--- config.mk ---
export PLATFORM = sky130hd
export DESIGN_NAME = fetch_unit
export DESIGN_NICKNAME = d
export VERILOG_FILES = /design/src/rtl/fetch_unit.sv
export SDC_FILE = /design/constraint.sdc
export NUM_CORES = 1
export LEC_CHECK = 0
export CORE_MARGIN = 2
export CORE_UTILIZATION = 40
export CTS_CLUSTER_SIZE = 40
export DETAILED_ROUTE_END_ITERATION = 16
export PLACE_DENSITY_LB_ADDON = 0.2
export SETUP_SLACK_MARGIN = 0.15
export SYNTH_ARGS = -nofsm -noshare
export SYNTH_HDL_FRONTEND = slang
export SYNTH_SLANG_ARGS = --single-unit
--- constraint.sdc ---
create_clock -name clk -period 3.09 [get_ports clk]
set_clock_uncertainty 0.1 [all_clocks]
set_input_delay 0.4635 -clock clk [delete_from_list [all_inputs] [get_ports clk]]
set_output_delay 0.4635 -clock clk [all_outputs]
set_load 0.05 [all_outputs]
--- src/rtl/fetch_unit.sv ---
// Instruction fetch front end: owns the PC, issues one fetch at a time, holds the result for decode.
// Optional misaligned-redirect trap is enabled by defining FETCH_MISALIGN_TRAP_EN.
module fetch_unit #(
    parameter logic [63:0] RESET_PC = 64'h0000_0000_0000_0000
) (
    input  logic        clk,
    input  logic        rst_n,
    input  logic        take_branch,
    input  logic [63:0] branch_target,
    output logic        imem_req,
    output logic [63:0] imem_addr,
    input  logic        imem_ready,
    input  logic        imem_rvalid,
    input  logic [31:0] imem_rdata,
    output logic        inst_valid,
    output logic [31:0] inst_out,
    output logic [63:0] inst_pc,
    input  logic        inst_ready
`ifdef FETCH_MISALIGN_TRAP_EN
    ,
    output logic        fetch_misaligned
`endif
);

    localparam logic [31:0] NopInst = 32'h0000_0013;

`ifdef FETCH_MISALIGN_TRAP_EN
    typedef enum logic [2:0] {StIdle, StReq, StWait, StHold, StTrap} state_e;
`else
    typedef enum logic [2:0] {StIdle, StReq, StWait, StHold} state_e;
`endif

    state_e      state_q, state_d;
    logic [63:0] pc_q, pc_d;
    logic        discard_q, discard_d;
    logic [31:0] inst_out_q, inst_out_d;
    logic [63:0] inst_pc_q, inst_pc_d;
    logic [63:0] redirect_pc;

`ifdef FETCH_MISALIGN_TRAP_EN
    assign redirect_pc = branch_target;
`else
    assign redirect_pc = branch_target & ~64'h3;
`endif

    always_comb begin
        state_d    = state_q;
        pc_d       = pc_q;
        discard_d  = discard_q;
        inst_out_d = inst_out_q;
        inst_pc_d  = inst_pc_q;

        case (state_q)
            StIdle: state_d = StReq;
            StReq: begin
                if (imem_ready) begin
                    state_d = StWait;
                end
            end
            StWait: begin
                if (imem_rvalid) begin
                    if (discard_q) begin
                        discard_d = 1'b0;
                        state_d   = StReq;
                    end else begin
                        inst_out_d = imem_rdata;
                        inst_pc_d  = pc_q;
                        state_d    = StHold;
                    end
                end
            end
            StHold: begin
                if (inst_ready) begin
                    pc_d    = pc_q + 64'd4;
                    state_d = StReq;
                end
            end
`ifdef FETCH_MISALIGN_TRAP_EN
            // A response accepted before the trap may still be in flight; swallow it here.
            StTrap: begin
                if (imem_rvalid) begin
                    discard_d = 1'b0;
                end
            end
`endif
            default: state_d = StIdle;
        endcase

        // Redirect overrides every other event this cycle.
        if (take_branch) begin
            pc_d       = redirect_pc;
            inst_out_d = inst_out_q;
            inst_pc_d  = inst_pc_q;
            case (state_q)
                StReq: begin
                    if (imem_ready) begin
                        state_d   = StWait;
                        discard_d = 1'b1;
                    end else begin
                        state_d = StReq;
                    end
                end
                StWait: begin
                    if (imem_rvalid) begin
                        state_d   = StReq;
                        discard_d = 1'b0;
                    end else begin
                        state_d   = StWait;
                        discard_d = 1'b1;
                    end
                end
`ifdef FETCH_MISALIGN_TRAP_EN
                StTrap: begin
                    discard_d = discard_q & ~imem_rvalid;
                    state_d   = discard_d ? StWait : StReq;
                end
`endif
                default: state_d = StReq;
            endcase
`ifdef FETCH_MISALIGN_TRAP_EN
            if (branch_target[1:0] != 2'b00) begin
                state_d = StTrap;
            end
`endif
        end
    end

    always_ff @(posedge clk or negedge rst_n) begin
        if (!rst_n) begin
            state_q    <= StIdle;
            pc_q       <= RESET_PC;
            discard_q  <= 1'b0;
            inst_out_q <= NopInst;
            inst_pc_q  <= RESET_PC;
        end else begin
            state_q    <= state_d;
            pc_q       <= pc_d;
            discard_q  <= discard_d;
            inst_out_q <= inst_out_d;
            inst_pc_q  <= inst_pc_d;
        end
    end

    assign imem_req   = (state_q == StReq);
    assign imem_addr  = pc_q;
    assign inst_valid = (state_q == StHold) & ~take_branch;
    assign inst_out   = inst_out_q;
    assign inst_pc    = inst_pc_q;
`ifdef FETCH_MISALIGN_TRAP_EN
    assign fetch_misaligned = (state_q == StTrap);
`endif

endmodule

=== After elaboration in Yosys (flattened, before gate mapping) ===
Cells that the tools add are included.

* Flip-flop bits (word level): 164
* Input bits: 102
* Output and inout bits: 162
* Word-level logic and storage cells: 39

* $add $sub $neg: 1
* Equal/unequal tests: 6
* Mux-type cells: 18
* Bitwise gates (word level): 3
* Reductions and logical operators: 6

{| class="wikitable"
|+ Operator list
! kind !! count
|-
| two-way mux 64 bit || 3
|-
| adder 64 x 3 -> 64 bit (second input constant) || 1
|-
| two-way mux 3 bit || 4
|-
| one-hot mux 3 bit (4 select lines) || 1
|-
| == test 3 x 2 -> 1 bit (second input constant) || 2
|-
| two-way mux 2 bit || 3
|-
| inequality test 3 bit (second input constant) || 2
|-
| one-hot mux 3 bit (2 select lines) || 1
|-
| two-way mux 1 bit || 5
|-
| AND reduction 4 bit || 1
|-
| nonzero test 2 bit || 2
|-
| == test 3 x 1 -> 1 bit (second input constant) || 1
|-
| logical NOT 3 bit || 1
|-
| inequality test 3 x 2 -> 1 bit (second input constant) || 1
|-
| AND reduction 3 bit || 1
|-
| inverter 1 bit || 2
|-
| one-hot mux 1 bit (2 select lines) || 1
|-
| AND reduction 2 bit || 1
|-
| AND 1 bit || 1
|}

=== Logic depth before layout (Yosys ltp) ===
* Word-level depth: 5
* Mapped depth: 9
* Mapped depth without buffers: 7

=== Worst setup path before layout ===
OpenSTA, ideal clock, no wires.

* Path type: register -> register
* From: register pc_q[2] (netlist: imem_addr[2])
* To: register pc_q[48] (netlist: imem_addr[48])
* Library setup time: 82 ps
* Arrival: 2,462 ps
* Required time: 2,908 ps
* Setup slack: 446 ps
* Stages on the path, launching flop included: 9
* Path buffers: 2
* Clock period less this slack: 2,644 ps
* Cell sequence: dfrtp_1 ha_1 and4_1 buf_4 nand2_4 or3_4 buf_6 or4_1 a31oi_1

* Longest elaborated chain between the ends: 4

{| class="wikitable"
|+ Ends and longest elaborated chain
! element !! RTL line !! text
|-
| start, declared || 34 || <nowiki>logic [63:0] pc_q, pc_d;</nowiki>
|-
| start signal, assigned || 137 || <nowiki>pc_q <= pc_d;</nowiki>
|-
| adder 64 x 3 -> 64 bit || 74 || <nowiki>pc_d = pc_q + 64'd4;</nowiki>
|-
| two-way mux 64 bit || 73 || <nowiki>if (inst_ready) begin</nowiki>
|-
| two-way mux 64 bit || 53 || <nowiki>case (state_q)</nowiki>
|-
| two-way mux 64 bit || 90 || <nowiki>if (take_branch) begin</nowiki>
|}

Every way passes these cells. The select of a mux whose other input is x is not followed.
A chain may end at the register's enable or synchronous reset.

=== Final worst setup path ===
* From: register state_q[0]
* To: output port inst_valid

* Longest elaborated chain between the ends: 2

{| class="wikitable"
|+ Ends and longest elaborated chain
! element !! RTL line !! text
|-
| start, declared || 33 || <nowiki>state_e state_q, state_d;</nowiki>
|-
| start signal, assigned || 130 || <nowiki>state_q <= StIdle;</nowiki>
|-
| start signal, assigned || 136 || <nowiki>state_q <= state_d;</nowiki>
|-
| == test 3 x 2 -> 1 bit || 146 || <nowiki>assign inst_valid = (state_q == StHold) & ~take_branch;</nowiki>
|-
| AND 1 bit || 146 ||
|-
| end, declared || 15 || <nowiki>output logic inst_valid,</nowiki>
|}

Every way passes these cells.

==> flow_summary.json <==
{
  "rsz0062_at_grt": "no",
  "cts_tree": "yes",
  "place_congestion": 0.817,
  "worstPathArrival_ns": 2.14,
  "cp-startpoint": "state_q[0]$_DFFE_PN0P_",
  "fin_setup_tns_ns": 0,
  "synth_area_leaders": "dfrtp_1 (52%), mux2_2 (15%), o21ai_0 (3.4%)",
  "synth-edff-count": 0,
  "required_ns": 2.53,
  "ir_worst_vdd_v": 0.000610,
  "dieArea_um2": 20000,
  "power.total_w": 0.0103,
  "cts_root_buf": "clkbuf_16",
  "cp_max_fo": 5,
  "grt.total_usage_pct": 21.3,
  "hp-start": "inst_pc[58]$_DFFE_PN0P_",
  "end_kind": "primary output",
  "synth.largest_area_cell": "dfrtp_1",
  "wl_um": 21000,
  "hold_class": "reg -> reg",
  "yosys.area.top_type_share_pct": 51.7,
  "avgSynthCellArea_um2": 11.3,
  "hold_viol_final": 0,
  "start_kind": "flip-flop",
  "drt_iter0_drc": 393,
  "slowest_delay_ns": 0.84,
  "slowest_stage": "clkdlybuf4s50_1",
  "start_util_pct": 40.6,
  "seq_area_um2": 3980,
  "final_nets": 1036,
  "route.detailed.wl_per_inst_um": 17.8,
  "die_h_um": 141,
  "synth_area_um2": 7540,
  "synth_ff_type": "dfrtp_1",
  "syn_inst": 670,
  "via_count": 6205,
  "max_slew_margin_pct": 50.9,
  "synthArstFlopShare_pct": 100,
  "ys_seq_area_share_pct": 52.8,
  "first_pass_iters": 4,
  "r2r-start": "imem_addr[15]$_DFFE_PN0N_",
  "drv_cap": 0,
  "p_leak_nw": 4.38,
  "ys_seq_elements": 159,
  "fin_area_um2": 11000,
  "globalRouteOverflowTotal": 0,
  "post-route-min-period_ns": 2.70,
  "synth_most_common_cell": "dfrtp_1",
  "post-cts-setup-buffer-count": 0,
  "tightest_slew_ns": 0.737,
  "yosys_warnings": 0,
  "crit_type": "reg -> out",
  "placed_area_um2": 10400,
  "yosys-top-cells-count": "dfrtp_1 (156), mux2_2 (99), nand2_1 (66)",
  "cts.sinks": 159,
  "cts_buffers": 17,
  "synth.distinct_cells": 46,
  "multi_input_area_um2": 3360,
  "outcome": "completed",
  "finalSetupViolCount": 0,
  "fillers": 1586,
  "ant_nets": 0,
  "antenna_found_initial": 1,
  "drv_slew": 0,
  "placementRows": 50,
  "htreeDepth": 4,
  "vias_per_cell": 5.28,
  "path_cells": "ha_1, buf_4, nor2b_1, clkdlybuf4s50_1",
  "io_buffers": 257,
  "drc_errors": 0,
  "dpl.hpwl_um": 15300,
  "drive_gt1_share_pct": 17.3,
  "p_per_area_nw_per_um2": 938,
  "die_w_um": 141,
  "clk_pin_slew_ns": 0.06,
  "grt_max_degree": 85,
  "clock_path_buffers": 2,
  "diodes": 0,
  "grt_pass1_wl_um": 33700,
  "io_pins": 264,
  "period_share_pct": 87.5,
  "clk_latency_ns": 0.43,
  "core_area_um2": 18600,
  "first_global_vias": 6213,
  "synthToLayoutAreaGrowth_pct": 45.8,
  "fmax_mhz": 370
}
## registers in the layout, indices dropped and copies added (netlist names)
signal and cells:
discard_q 1, inst_out 32, state_q 2, inst_pc 62, imem_addr 62
## kinds of logic after synthesis
| group | share of synthesized area, % |
|---|---|
| AOI/OAI and AO/OA | 6.30 |
| muxes | 14.9 |
| xor gates and xnor gates | 5.11 |
| and+or+nand+nor | 17.0 |
| adders and majority gates | 0.829 |
| other | 0.0497 |
| DFF | 52.8 |
| buffers and inverters | 2.97 |
## worst max-delay path, delay by kind of cell, from the launching register on
kind,cells,cell delay (ns)
fa+ha+maj,1,0.20
buf+inv,2,0.98
flops,1,0.41
simple gates,1,0.13
## power by group
part           switching [W]  internal, W  leakage, nW
sequential          0.000435      0.00277         1.94
clock               0.000932      0.00114        0.273
combinational        0.00319      0.00186         2.17
total                0.00455      0.00577         4.38
## path summary, 6_finish.rpt
check | depth (start not counted) | end | slack, ns
min reg2reg | 1 | inst_pc[58]$_DFFE_PN0P_ | 0.40
min | 1 | inst_pc[58]$_DFFE_PN0P_ | 0.40
max reg2reg | 5 | imem_addr[62]$_DFFE_PN0N_ | 0.44
min in group asynchronous | 2 | inst_pc[44]$_DFFE_PN0P_ | 0.50
max in group asynchronous | 3 | inst_out[4]$_DFFE_PN1P_ | 1.64
max | 4 | inst_valid | 0.39
## routing by layer
metal / GRT usage [%] / up-vias / part of all wire (%)
met5: 0 / - / 0.052
met4: 6.89 / 2 / 1.8
met3: 5.87 / 29 / 7.1
met2: 32.8 / 203 / 46
met1: 29.3 / 3013 / 45
li1: - / 2958 / -
## layout by cell type (no fill, tap or decap), drive strengths merged, types with 16 or more instances in the layout
cell type        n
clkdlybuf4s50  255
dfrtp          156
mux2            99
nand2           67
o21ai           51
nand4           34
nor2            29
xnor2           27
buf             19
a31oi           17
xor2            17
clkbuf          17
inv             16
## timing repair
action | CTS | global route
hold buffers | 1 | 0
gates resized for setup | 0 | 0
endpoints found under the hold margin | 59 | 0
## metrics by stage
stage               setup WS, ns  util, %  hold WS, ns  instances
floorplan                  0.446        -       0.0679        673
global placement           0.240     56.1        0.389       1143
detailed placement         0.186     56.1        0.394       1143
CTS                        0.367     59.2        0.409       1176
global route               0.323     59.2        0.418       1176
finish                     0.388     59.2        0.404       1176
## final cells by class
type / count / area share (%)
clock inverter: 15 / 1.38
tap: 234 / 2.66
multi-input combinational: 468 / 30.6
timing repair buffer: 275 / 25.1
inverter: 8 / 0.273
sequential: 159 / 36.2
clock buffer: 17 / 3.87
No activity file was read; power rests on OpenSTA's default activity.
